`src/rtl/ofmap_bit_packer_if.sv`:
```
// Bundles the thresholded bit stream, the layer flush handshake and the
// ofmaps BRAM write port between the upstream stage and the packer.
interface ofmap_bit_packer_if #(
  parameter int OFMAPS_BRAM_ADDR_WIDTH = 12,
  parameter int WORD_WIDTH             = 32,
  parameter int WORD_ADDR_WIDTH        = 7
);
  logic                              i_data;
  logic [OFMAPS_BRAM_ADDR_WIDTH-1:0] address_in;
  logic                              i_valid;
  logic                              flush;
  logic                              busy;
  logic                              done;
  logic                              bram_wr_en;
  logic [WORD_ADDR_WIDTH-1:0]        bram_wr_addr;
  logic [WORD_WIDTH-1:0]             bram_wr_data;
  logic [WORD_WIDTH-1:0]             bram_wr_mask;
  logic [15:0]                       word_count;

  // master: the upstream producer / layer controller side
  modport master (
    output i_data, address_in, i_valid, flush,
    input  busy, done, bram_wr_en, bram_wr_addr, bram_wr_data, bram_wr_mask, word_count
  );

  // slave: the packer itself
  modport slave (
    input  i_data, address_in, i_valid, flush,
    output busy, done, bram_wr_en, bram_wr_addr, bram_wr_data, bram_wr_mask, word_count
  );
endinterface

```
`src/rtl/ofmap_bit_packer.sv`:
```
// Packs the 1-bit thresholded activation stream into masked BRAM word writes,
// with an end-of-layer drain that writes the final partial word and pulses done.
module ofmap_bit_packer #(
  parameter int OFMAPS_BRAM_ADDR_WIDTH = 12,
  parameter int WORD_WIDTH             = 32,
  parameter int WORD_ADDR_WIDTH        = 7,
  parameter int DRAIN_CYCLES           = 10
) (
  input logic               clk,
  input logic               rst_n,
  ofmap_bit_packer_if.slave bus
);

  localparam int IDX_W = $clog2(WORD_WIDTH);
  localparam int CNT_W = $clog2(DRAIN_CYCLES + 1);

  typedef enum logic [1:0] {ACTIVE, DRAIN, FLUSH_WR, DONE} state_t;

  state_t                     state_reg;
  logic [CNT_W-1:0]           drain_cnt_reg;
  logic [WORD_WIDTH-1:0]      buf_data_reg;
  logic [WORD_WIDTH-1:0]      buf_mask_reg;
  logic [WORD_ADDR_WIDTH-1:0] buf_waddr_reg;
  logic                       buf_valid_reg;

  logic [WORD_ADDR_WIDTH-1:0] in_waddr;
  logic [IDX_W-1:0]           in_idx;
  logic [WORD_WIDTH-1:0]      in_onehot;
  logic                       keep_buf;
  logic [WORD_WIDTH-1:0]      merged_data;
  logic [WORD_WIDTH-1:0]      merged_mask;
  logic                       evict;
  logic                       full;

  logic                       wr_fire;
  logic [WORD_ADDR_WIDTH-1:0] wr_addr_next;
  logic [WORD_WIDTH-1:0]      wr_data_next;
  logic [WORD_WIDTH-1:0]      wr_mask_next;
  logic [WORD_WIDTH-1:0]      buf_data_next;
  logic [WORD_WIDTH-1:0]      buf_mask_next;
  logic [WORD_ADDR_WIDTH-1:0] buf_waddr_next;
  logic                       buf_valid_next;
  logic [CNT_W-1:0]           drain_cnt_inc;

  assign in_waddr = bus.address_in[OFMAPS_BRAM_ADDR_WIDTH-1:IDX_W];
  assign in_idx   = bus.address_in[IDX_W-1:0];

  generate
    for (genvar gi = 0; gi < WORD_WIDTH; gi++) begin : g_onehot
      assign in_onehot[gi] = (in_idx == IDX_W'(gi));
    end
  endgenerate

  // FLUSH_WR always empties the buffer, so an incoming bit there starts a fresh word.
  assign keep_buf    = buf_valid_reg && (in_waddr == buf_waddr_reg) && (state_reg != FLUSH_WR);
  assign merged_mask = (keep_buf ? buf_mask_reg : '0) | in_onehot;
  assign merged_data = ((keep_buf ? buf_data_reg : '0) & ~in_onehot)
                     | (bus.i_data ? in_onehot : '0);
  assign evict       = bus.i_valid && buf_valid_reg && !keep_buf && (state_reg != FLUSH_WR);
  assign full        = bus.i_valid && (&merged_mask);

  assign drain_cnt_inc = drain_cnt_reg + CNT_W'(1);

  always_comb begin
    wr_fire        = 1'b0;
    wr_addr_next   = buf_waddr_reg;
    wr_data_next   = buf_data_reg;
    wr_mask_next   = buf_mask_reg;
    buf_data_next  = buf_data_reg;
    buf_mask_next  = buf_mask_reg;
    buf_waddr_next = buf_waddr_reg;
    buf_valid_next = buf_valid_reg;

    if (state_reg == FLUSH_WR) begin
      wr_fire        = buf_valid_reg;
      buf_valid_next = 1'b0;
    end else if (evict) begin
      wr_fire = 1'b1;
    end else if (full) begin
      wr_fire      = 1'b1;
      wr_addr_next = in_waddr;
      wr_data_next = merged_data;
      wr_mask_next = merged_mask;
    end

    if (bus.i_valid) begin
      buf_data_next  = merged_data;
      buf_mask_next  = merged_mask;
      buf_waddr_next = in_waddr;
      buf_valid_next = !full;
    end
  end

  always_ff @(posedge clk or negedge rst_n) begin
    if (!rst_n) begin
      state_reg        <= ACTIVE;
      drain_cnt_reg    <= '0;
      buf_data_reg     <= '0;
      buf_mask_reg     <= '0;
      buf_waddr_reg    <= '0;
      buf_valid_reg    <= 1'b0;
      bus.busy         <= 1'b0;
      bus.done         <= 1'b0;
      bus.bram_wr_en   <= 1'b0;
      bus.bram_wr_addr <= '0;
      bus.bram_wr_data <= '0;
      bus.bram_wr_mask <= '0;
      bus.word_count   <= '0;
    end else begin
      buf_data_reg   <= buf_data_next;
      buf_mask_reg   <= buf_mask_next;
      buf_waddr_reg  <= buf_waddr_next;
      buf_valid_reg  <= buf_valid_next;
      bus.bram_wr_en <= wr_fire;
      bus.done       <= 1'b0;
      if (wr_fire) begin
        bus.bram_wr_addr <= wr_addr_next;
        bus.bram_wr_data <= wr_data_next;
        bus.bram_wr_mask <= wr_mask_next;
      end

      if (state_reg == DONE) begin
        bus.word_count <= '0;
      end else if (wr_fire && (bus.word_count != 16'hFFFF)) begin
        bus.word_count <= bus.word_count + 16'd1;
      end

      case (state_reg)
        ACTIVE: begin
          if (bus.flush) begin
            state_reg     <= DRAIN;
            drain_cnt_reg <= '0;
            bus.busy      <= 1'b1;
          end
        end
        DRAIN: begin
          // Any late bit from the upstream pipeline restarts the idle window.
          if (bus.i_valid) begin
            drain_cnt_reg <= '0;
          end else begin
            drain_cnt_reg <= drain_cnt_inc;
            if (drain_cnt_inc == CNT_W'(DRAIN_CYCLES)) begin
              state_reg <= FLUSH_WR;
            end
          end
        end
        FLUSH_WR: begin
          state_reg <= DONE;
        end
        default: begin
          state_reg <= ACTIVE;
          bus.done  <= 1'b1;
          bus.busy  <= 1'b0;
        end
      endcase
    end
  end

endmodule

```
`src/flat_wrapper.sv`:
```
// flat-port wrapper written by rule: the top's interface ports become plain ports
module ofmap_bit_packer_flat 
#(
  parameter int OFMAPS_BRAM_ADDR_WIDTH = 12,
  parameter int WORD_WIDTH             = 32,
  parameter int WORD_ADDR_WIDTH        = 7,
  parameter int DRAIN_CYCLES           = 10
)
  (clk, rst_n, bus_i_data, bus_address_in, bus_i_valid, bus_flush, bus_busy, bus_done, bus_bram_wr_en, bus_bram_wr_addr, bus_bram_wr_data, bus_bram_wr_mask, bus_word_count);
  ofmap_bit_packer_if #(.OFMAPS_BRAM_ADDR_WIDTH(OFMAPS_BRAM_ADDR_WIDTH), .WORD_WIDTH(WORD_WIDTH), .WORD_ADDR_WIDTH(WORD_ADDR_WIDTH)) bus_i ();
  input logic clk;
  input logic rst_n;
  input wire logic [$bits(bus_i.i_data)-1:0] bus_i_data;
  input wire logic [$bits(bus_i.address_in)-1:0] bus_address_in;
  input wire logic [$bits(bus_i.i_valid)-1:0] bus_i_valid;
  input wire logic [$bits(bus_i.flush)-1:0] bus_flush;
  output wire logic [$bits(bus_i.busy)-1:0] bus_busy;
  output wire logic [$bits(bus_i.done)-1:0] bus_done;
  output wire logic [$bits(bus_i.bram_wr_en)-1:0] bus_bram_wr_en;
  output wire logic [$bits(bus_i.bram_wr_addr)-1:0] bus_bram_wr_addr;
  output wire logic [$bits(bus_i.bram_wr_data)-1:0] bus_bram_wr_data;
  output wire logic [$bits(bus_i.bram_wr_mask)-1:0] bus_bram_wr_mask;
  output wire logic [$bits(bus_i.word_count)-1:0] bus_word_count;
  assign bus_i.i_data = bus_i_data;
  assign bus_i.address_in = bus_address_in;
  assign bus_i.i_valid = bus_i_valid;
  assign bus_i.flush = bus_flush;
  assign bus_busy = bus_i.busy;
  assign bus_done = bus_i.done;
  assign bus_bram_wr_en = bus_i.bram_wr_en;
  assign bus_bram_wr_addr = bus_i.bram_wr_addr;
  assign bus_bram_wr_data = bus_i.bram_wr_data;
  assign bus_bram_wr_mask = bus_i.bram_wr_mask;
  assign bus_word_count = bus_i.word_count;
  ofmap_bit_packer #(.OFMAPS_BRAM_ADDR_WIDTH(OFMAPS_BRAM_ADDR_WIDTH), .WORD_WIDTH(WORD_WIDTH), .WORD_ADDR_WIDTH(WORD_ADDR_WIDTH), .DRAIN_CYCLES(DRAIN_CYCLES)) u_core (.clk(clk), .rst_n(rst_n), .bus(bus_i));
endmodule
```
`config.mk`:
```
export PLATFORM = sky130hd
export DESIGN_NAME = ofmap_bit_packer_flat
export DESIGN_NICKNAME = d
export VERILOG_FILES = /design/src/rtl/ofmap_bit_packer_if.sv /design/src/rtl/ofmap_bit_packer.sv /design/src/flat_wrapper.sv
export SDC_FILE = /design/constraint.sdc
export NUM_CORES = 1
export LEC_CHECK = 0
export ABC_AREA = 1
export ABC_CLOCK_PERIOD_IN_PS = 4200
export CAP_MARGIN = 30
export CORE_UTILIZATION = 30
export DETAILED_ROUTE_END_ITERATION = 16
export DONT_BUFFER_PORTS = 1
export SYNTH_ARGS = -nofsm -noshare
export SYNTH_HDL_FRONTEND = slang
export SYNTH_SLANG_ARGS = --single-unit
```
`constraint.sdc`:
```
create_clock -name clk -period 4.2 [get_ports clk]
set_input_delay 0.42 -clock clk [delete_from_list [all_inputs] [get_ports clk]]
set_output_delay 0.42 -clock clk [all_outputs]
set_load 0.03 [all_outputs]
```
==> flow_summary.yaml, run 1 <==
outcome:
  status: "complete, but fails checks"
  failed_checks: "hold timing"
routing:
  vias: 7169
  drc_errors: 0
  wl_per_cell_um: 16.4
  postRouteAntennaNets: 0
  drtIter0Drc: 567
  drt-pass1-iter-count: 6
  wirelength_mm: 23.5
  vias_per_cell: 4.99
finish:
  postLayoutCoreUtil_pct: 33.7
  antenna_cells: 0
  fin_nets: 1069
  drive_gt1_share_pct: 5.48
  fillers: 2979
  final_cell_mix: "255 x nand2_1, 168 x dfrtp_1, 144 x nand3_1"
  syn_to_final_growth_pct: 10.2
  final_common_cell: "nand2_1"
pwr:
  powerDensity_nw_per_um2: 459
  peakVddDrop_uv: 259
  p_leak_nw: 4.53
setup_path:
  worst_path_most_repeated_cell: "nand2_1"
  critPathSlowestCell: "nor2_4"
  start_kind: "register"
  crit_family: "simple AND/OR/NAND/NOR gates"
  r2r_cells: 17
  worst-path-buf-inv: 2
  crit_required_ns: 4.52
  cpPeakStageDelay_ns: 0.44
  rrSetupSlack_ns: 0.66
  cp-end-kind: "register"
  r2r_end: "u_core.bus.word_count[7]"
  critPathKind: "reg -> reg"
  crit_start: "u_core.state_reg[0]"
  crit_fanout: 23
  crit_chain: "inv_1, ha_1, nor2_1, nand2_1, nor2_1, nand2_1, nor2_4, buf_4, nand2_1, nand2_1, nand4_1, nor2_2, nand3_4, nand2_2, nand2_1, nand3_1, nand2_1"
  cp.arrival_ns: 3.86
  r2r_start: "u_core.state_reg[0]"
clock_network:
  clockBufferDepth: 2
  clockRootBuffer: "clkbuf_16"
  insertion_delay_ns: 0.44
  cts.sinks: 168
  clk_pin_slew_ns: 0.07
  cts_tree: "done"
  cts_made_buffers: 17
  htreeDepth: 4
  cts_resized: 0
global_routing:
  grt_pass1_wl_mm: 38.4
  antenna_found_initial: 0
  grt_max_degree: 169
  grtUsageTotal_pct: 16.9
  grt_overflow: 0
  grt_pass1_vias: 6871
yosys:
  synthAdderAreaFrac_pct: 1.03
  synth_compound_area_share_pct: 11.5
  synth_warnings: 0
  synth_simple_gate_area_share_pct: 27.6
  synth_xor_area_share_pct: 1.33
  synth_cell_types: 30
  ys_seq_area_share_pct: 49.2
  synth-seq-cells: 168
  synth.cell_area_um2: 8540
  syn_area_per_cell_um2: 7.88
  yosys.area.top_type_share_pct: 49.2
  synth_mux_area_share_pct: 0
  synth_area_leaders: "dfrtp_1 49%, nand2_1 11%, nand3_1 8.5%"
  yosys.area.top_type: "dfrtp_1"
  synthCells: 1084
  syn_nets: 1108
  synth_top_family_by_area: "simple AND/OR/NAND/NOR gates"
timing:
  fin_tns_setup_ns: 0
  slew_viol_final: 0
  hold_viol: 168
  holdWs_ns: -0.311
  clock_skew_ns: 0.0232
  worstMarginPinSlew_ns: 0.908
  fmaxAchievable_mhz: 283
  setup_viol: 0
  min_period_ns: 3.54
  fin_crit_sh_pct: 84.2
  slew_headroom_pct: 39.4
  grt_setup_unrepaired: "false"
floorplan:
  die_y_um: 171
  dieArea_um2: 29200
  ios: 107
  die_w_um: 171
  start_util_pct: 30.6
  coreArea_um2: 27900
  rows: 61
placed_design:
  place.detailed.hpwl_mm: 15.2
  io_buffer_count: 0
  gp_congestion: 0.858
run:
  max_cap_violations: 0
min_path:
  hold_class: "in -> async"
synthesized netlist by cell type:
cell,instances
buf_2,12
nor2_4,1
a21oi_1,7
o21a_1,1
nand4_1,51
o21ai_0,49
dfrtp_1,168
nand2_1,256
xor2_1,10
nor4_1,2
o211ai_1,32
ha_1,7
xnor2_1,3
a21boi_1,1
buf_1,7
inv_1,120
nand3_1,145
o21ai_1,5
nor2_1,70
buf_4,6
clkbuf_1,44
a31oi_1,32
o22ai_1,35
or3_1,1
nor3_1,4
nand2_2,1
inv_2,2
clkinv_1,4
nor2_2,5
buf_6,3
routing by layer:
layer | vias to the layer above | part of all wire [%] | GRT usage (%)
li1 | 3550 | - | -
met1 | 3409 | 46 | 22.4
met2 | 187 | 46 | 26.5
met3 | 23 | 6.6 | 4.44
met4 | 0 | 1.5 | 5.80
met5 | - | 0 | 0
timing repair:
item,CTS,global route
buffers inserted,0,0
hold endpoints to repair,168,168
setup endpoints to repair,0,0
area by class of cell:
| type | instances | area [um2] | area share, % |
|---|---|---|---|
| Clock inverter | 12 | 93.8 | 0.996 |
| Inverter | 126 | 473 | 5.02 |
| Sequential cell | 168 | 4200 | 44.6 |
| Timing Repair Buffer | 14 | 163 | 1.73 |
| Clock buffer | 20 | 447 | 4.74 |
| Multi-Input combinational cell | 718 | 3570 | 37.9 |
| Tap cell | 378 | 473 | 5.02 |
cell families (layout without fill, tap and decap cells):
group,after synthesis,count (layout)
xor gates and xnor gates,13,13
AOI/OAI and AO/OA,162,162
DFF,168,168
buffers and inverters,198,172
and+or+nand+nor,536,536
adders and majority gates,7,7
report_power, final:
part | internal [mW] | total, mW | switching, mW
combinational | 0.209 | 0.739 | 0.529
clock | 0.782 | 1.48 | 0.701
sequential | 1.76 | 2.10 | 0.340
total | 2.75 | 4.32 | 1.57
worst max path at each step:
stage	to	depth (start not counted)
floorplan	u_core.bus.bram_wr_mask[0]	19
global placement	u_core.bus.word_count[12]	17
detailed placement	u_core.bus.word_count[4]	17
CTS	u_core.bus.word_count[4]	17
global route	u_core.bus.word_count[6]	17
finish	u_core.bus.word_count[7]	17
stage by stage:
stage               hold slack (ns)  area (um2)  setup slack, ns  power, mW  instances
floorplan                     0.124        8540             1.74       2.66       1084
global placement              0.135        8850            0.781       2.86       1403
detailed placement            0.134        8880            0.670       2.88       1404
CTS                          -0.337        9420            0.655       4.37       1436
global route                 -0.340        9420            0.309       4.56       1436
finish                       -0.311        9420            0.663       4.32       1436
Power figures use the tool's default switching activity.
==> inputs of run 2 (changes only) <==
- ABC_CLOCK_PERIOD_IN_PS: 4200 -> 3500
- clock period: 4.2 -> 3.5 ns (I/O delays scaled with it)
==> flow_summary.yaml, run 2 (synthesis results as in run 1) <==
clock_network:
  insertion_delay_ns: 0.45
  clockRootBuffer: "clkbuf_16"
  cts.sinks: 168
  cts_tree: "done"
  holdBufCountCts: 1
  cts_made_buffers: 17
  htreeDepth: 4
  clk_pin_slew_ns: 0.08
  clockBufferDepth: 2
finish:
  fin_nets: 1080
  syn_to_final_growth_pct: 12.1
  fillers: 2980
  final_common_cell: "nand2_1"
  stdcell_area_um2: 9580
  multi_input_area_um2: 3580
  antenna_cells: 0
  register_area_um2: 4200
  final_cell_mix: "254 x nand2_1, 168 x dfrtp_1, 144 x nand3_1"
  drive_gt1_share_pct: 6.64
  postLayoutCoreUtil_pct: 34.3
timing:
  layout_setup_ws_ns: 0.400
  setup_viol: 0
  fmaxAchievable_mhz: 323
  grt_setup_unrepaired: "false"
  fin_crit_sh_pct: 88.6
  worstMarginPinSlew_ns: 0.942
  slew_viol_final: 0
  hold_viol: 168
  clock_skew_ns: 0.0147
  slew_headroom_pct: 37.1
  fin_tns_setup_ns: 0
  holdWs_ns: -0.400
  min_period_ns: 3.10
setup_path:
  worst-path-buf-inv: 2
  r2r_end: "u_core.bus.word_count[13]"
  cp.arrival_ns: 3.47
  crit_chain: "inv_1, ha_1, nor2_1, nand2_1, nor2_1, nand2_1, nor2_4, nand2_1, nand2_1, nand2_1, nor2_1, nand2_1, nor2_2, nand3_4, nand2_2, buf_4, nand4_1, nand2_1"
  crit_family: "simple AND/OR/NAND/NOR gates"
  critPathKind: "reg -> reg"
  start_kind: "register"
  r2r_cells: 18
  crit_required_ns: 3.87
  cp-end-kind: "register"
  worst_path_most_repeated_cell: "nand2_1"
  critPathSlowestCell: "nor2_4"
  cpPeakStageDelay_ns: 0.39
  rrSetupSlack_ns: 0.40
  r2r_start: "u_core.state_reg[0]"
  crit_fanout: 24
pwr:
  power_mw: 5.43
  p_leak_nw: 4.61
  powerDensity_nw_per_um2: 567
  peakVddDrop_uv: 403
min_path:
  hold_class: "in -> async"
global_routing:
  grt_max_degree: 169
  grt_pass1_vias: 6982
  grt_overflow: 0
  grt_pass1_wl_mm: 38.5
  antenna_found_initial: 0
  grtUsageTotal_pct: 17.0
routing:
  met2WireLength_mm: 11.4
  m1WireLength_mm: 10.5
  postRouteAntennaNets: 0
  drc_errors: 0
  wirelength_mm: 24.2
  wl_met3_mm: 1.92
  wl_per_cell_um: 16.7
  vias: 7366
  top_layer_used: "met4"
  drtIter0Drc: 661
  vias_per_cell: 5.09
  drt-pass1-iter-count: 5
outcome:
  status: "complete, but fails checks"
  failed_checks: "hold timing"
floorplan:
  coreArea_um2: 27900
  ios: 107
  start_util_pct: 30.6
  die_w_um: 171
  die_y_um: 171
  dieArea_um2: 29200
  rows: 61
placed_design:
  gp_congestion: 0.848
  placedInstanceArea_um2: 8930
  place_ws_ns: 0.195
  io_buffer_count: 0
  place.detailed.hpwl_mm: 15.6
run:
  max_cap_violations: 0
-- run 2: power breakdown --
part | internal (mW) | switching [mW]
Sequential | 2.11 | 0.392
Combinational | 0.257 | 0.669
Clock | 1.09 | 0.918
-- run 2: area by class of cell --
class,instances,area share (%)
clock buffer,17,4.44
tap,378,4.94
sequential,168,43.9
timing repair buffer,24,2.51
inverter,126,4.94
clock inverter,15,1.88
multi-input combinational,719,37.4
-- run 2: repair_timing --
item                       CTS  global route
hold endpoints to repair   171           168
setup endpoints to repair    0            23
gates resized for setup      0             2
buffers inserted             0             1
-- run 2: how the worst max path moves through the flow --
stage                                    from                    endpoint  slack, ns  cells past startpoint
after CTS                 u_core.state_reg[0]   u_core.bus.word_count[14]       0.18                     17
final                     u_core.state_reg[0]   u_core.bus.word_count[13]       0.40                     18
after detailed placement  u_core.state_reg[0]    u_core.bus.word_count[5]       0.19                     17
after global routing      u_core.state_reg[0]    u_core.bus.word_count[3]       0.07                     19
after global placement    u_core.state_reg[0]    u_core.bus.word_count[2]       0.34                     17
after floorplan           u_core.state_reg[0]  u_core.bus.bram_wr_mask[0]       1.04                     19
-- run 2: metal layers --
metal  up-vias  track usage [%]
met5         -                0
met4         0             5.52
met1      3541             22.1
li1       3558                -
met3        33             5.07
met2       234             27.0
-- run 2: worst reg2reg max path, delay by kind of cell, from the launching register on --
family	cells	cell delay, ns
simple gates	15	1.95
buf+inv	2	0.43
fa+ha+maj	1	0.28
flops	1	0.38
-- run 2: per-stage QoR --
stage	instances	hold WS, ns
2_1_floorplan	1084	0.0544
3_3_place_gp	1411	0.0641
3_5_place_dp	1412	0.0628
4_1_cts	1445	-0.418
5_1_grt	1447	-0.428
6_report	1447	-0.400
==> inputs of run 3 (changes only) <==
- PLACE_DENSITY: default -> 0.54
==> flow_summary.yaml, run 3 (synthesis results as in run 1) <==
pwr:
  peakVddDrop_uv: 324
  powerDensity_nw_per_um2: 561
  seqPwrFrac_pct: 47.1
  pwr-share-comb_pct: 17.1
  power.switching_mw: 1.89
  power_mw: 5.32
  p_sw_share_pct: 35.5
  power.internal_mw: 3.43
  p_clk_share_pct: 35.8
  p_leak_nw: 4.57
clock_network:
  clockBufferDepth: 2
  holdBufCountCts: 1
  cts_made_buffers: 17
  clk_pin_slew_ns: 0.06
  cts_tree: "done"
  htreeDepth: 4
  clockRootBuffer: "clkbuf_16"
  cts.sinks: 168
  insertion_delay_ns: 0.44
timing:
  grt_setup_unrepaired: "false"
  worstMarginPinSlew_ns: 0.910
  setup_viol: 0
  fmaxAchievable_mhz: 321
  slew_headroom_pct: 39.3
  fin_tns_setup_ns: 0
  min_period_ns: 3.11
  clock_skew_ns: 0.0104
  holdWs_ns: -0.390
  fin_crit_sh_pct: 89.0
  hold_viol: 168
  slew_viol_final: 0
routing:
  vias_per_cell: 5.02
  drtIter0Drc: 583
  drc_errors: 0
  drt-pass1-iter-count: 5
  wirelength_mm: 24.5
  postRouteAntennaNets: 0
  wl_per_cell_um: 17.0
  vias: 7223
global_routing:
  grt_overflow: 0
  antenna_found_initial: 0
  grt_max_degree: 169
  grt_pass1_wl_mm: 39.6
  grt_pass1_vias: 6961
  grtUsageTotal_pct: 17.5
setup_path:
  crit_required_ns: 3.82
  critPathSlowestCell: "dfrtp_1"
  crit_chain: "inv_1, ha_1, nor2_1, nand2_1, nor2_1, nand2_1, nor2_4, buf_12, nand2_1, nand2_1, nand2_1, nor2_1, nand2_1, nor2_2, nand3_4, nand2_2, nand2_2, nand3_1, nand2_1"
  cpPeakStageDelay_ns: 0.37
  start_kind: "register"
  critPathKind: "reg -> reg"
  cp.depth: 19
  crit_family: "simple AND/OR/NAND/NOR gates"
  crit_fanout: 22
  worst_path_most_repeated_cell: "nand2_1"
  r2r_cells: 19
  cp.arrival_ns: 3.44
  cp-end-kind: "register"
  worst-path-buf-inv: 2
outcome:
  failed_checks: "hold timing"
  status: "complete, but fails checks"
finish:
  antenna_cells: 0
  postLayoutCoreUtil_pct: 34.0
  final_common_cell: "nand2_1"
  drive_gt1_share_pct: 5.94
  syn_to_final_growth_pct: 11.0
  final_cell_mix: "254 x nand2_1, 168 x dfrtp_1, 144 x nand3_1"
  fin_nets: 1073
placed_design:
  io_buffer_count: 0
  gp_congestion: 0.864
  place.detailed.hpwl_mm: 15.8
floorplan:
  die_y_um: 171
  die_w_um: 171
  rows: 61
  start_util_pct: 30.6
  ios: 107
  coreArea_um2: 27900
  dieArea_um2: 29200
run:
  max_cap_violations: 0
min_path:
  hold_class: "in -> async"
[run 3: per-layer routing]
layer  part of all wire (%)  routed length [um]  global-route usage (%)
met1                     46               11100                    23.5
met2                     46               11300                    27.2
met3                    6.4                1570                    4.83
met4                    1.7                 420                    5.64
met5                      0                   0                       0
[run 3: per-stage QoR]
step                area [um2]  worst slack, ns  instances  hold WS, ns
detailed placement        8890            0.155       1407       0.0597
global route              9480           0.0147       1439       -0.415
floorplan                 8540             1.04       1084       0.0544
global placement          8870            0.196       1406       0.0595
CTS                       9480            0.154       1439       -0.413
finish                    9480            0.385       1439       -0.390
[run 3: worst paths after layout]
check	from	endpoint	slack (ns)
min in group clk	bus_i_valid	u_core.buf_waddr_reg[3]	0.02
hold / removal	rst_n	u_core.bus.word_count[2]	-0.39
setup reg to reg	u_core.state_reg[0]	u_core.bus.word_count[3]	0.39
hold reg to reg	u_core.buf_waddr_reg[1]	u_core.bus.bram_wr_addr[1]	0.51
setup / recovery	u_core.state_reg[0]	u_core.bus.word_count[3]	0.39
max in group asynchronous	rst_n	u_core.buf_data_reg[8]	3.47
[run 3: final cells by class]
cell class	count	area, um2
multi-input combinational	718	3570
clock inverter	13	144
tap	378	473
clock buffer	18	439
inverter	126	473
sequential	168	4200
timing repair buffer	18	183
fill	2986	18500
[run 3: power groups by stage]
stage | Clock, mW | Combinational (mW) | Sequential (mW)
6_report | 1.91 | 0.908 | 2.50
5_1_grt | 2.03 | 1.03 | 2.53
4_1_cts | 1.95 | 0.915 | 2.51
3_5_place_dp | 0 | 0.911 | 2.55
3_3_place_gp | 0 | 0.894 | 2.55
2_1_floorplan | 0 | 0.684 | 2.51
[run 3: what timing repair did]
action	CTS	global route
endpoints found under the hold margin	172	168
setup buffers	0	0
gates resized for setup	0	1
setup endpoints to repair	0	16
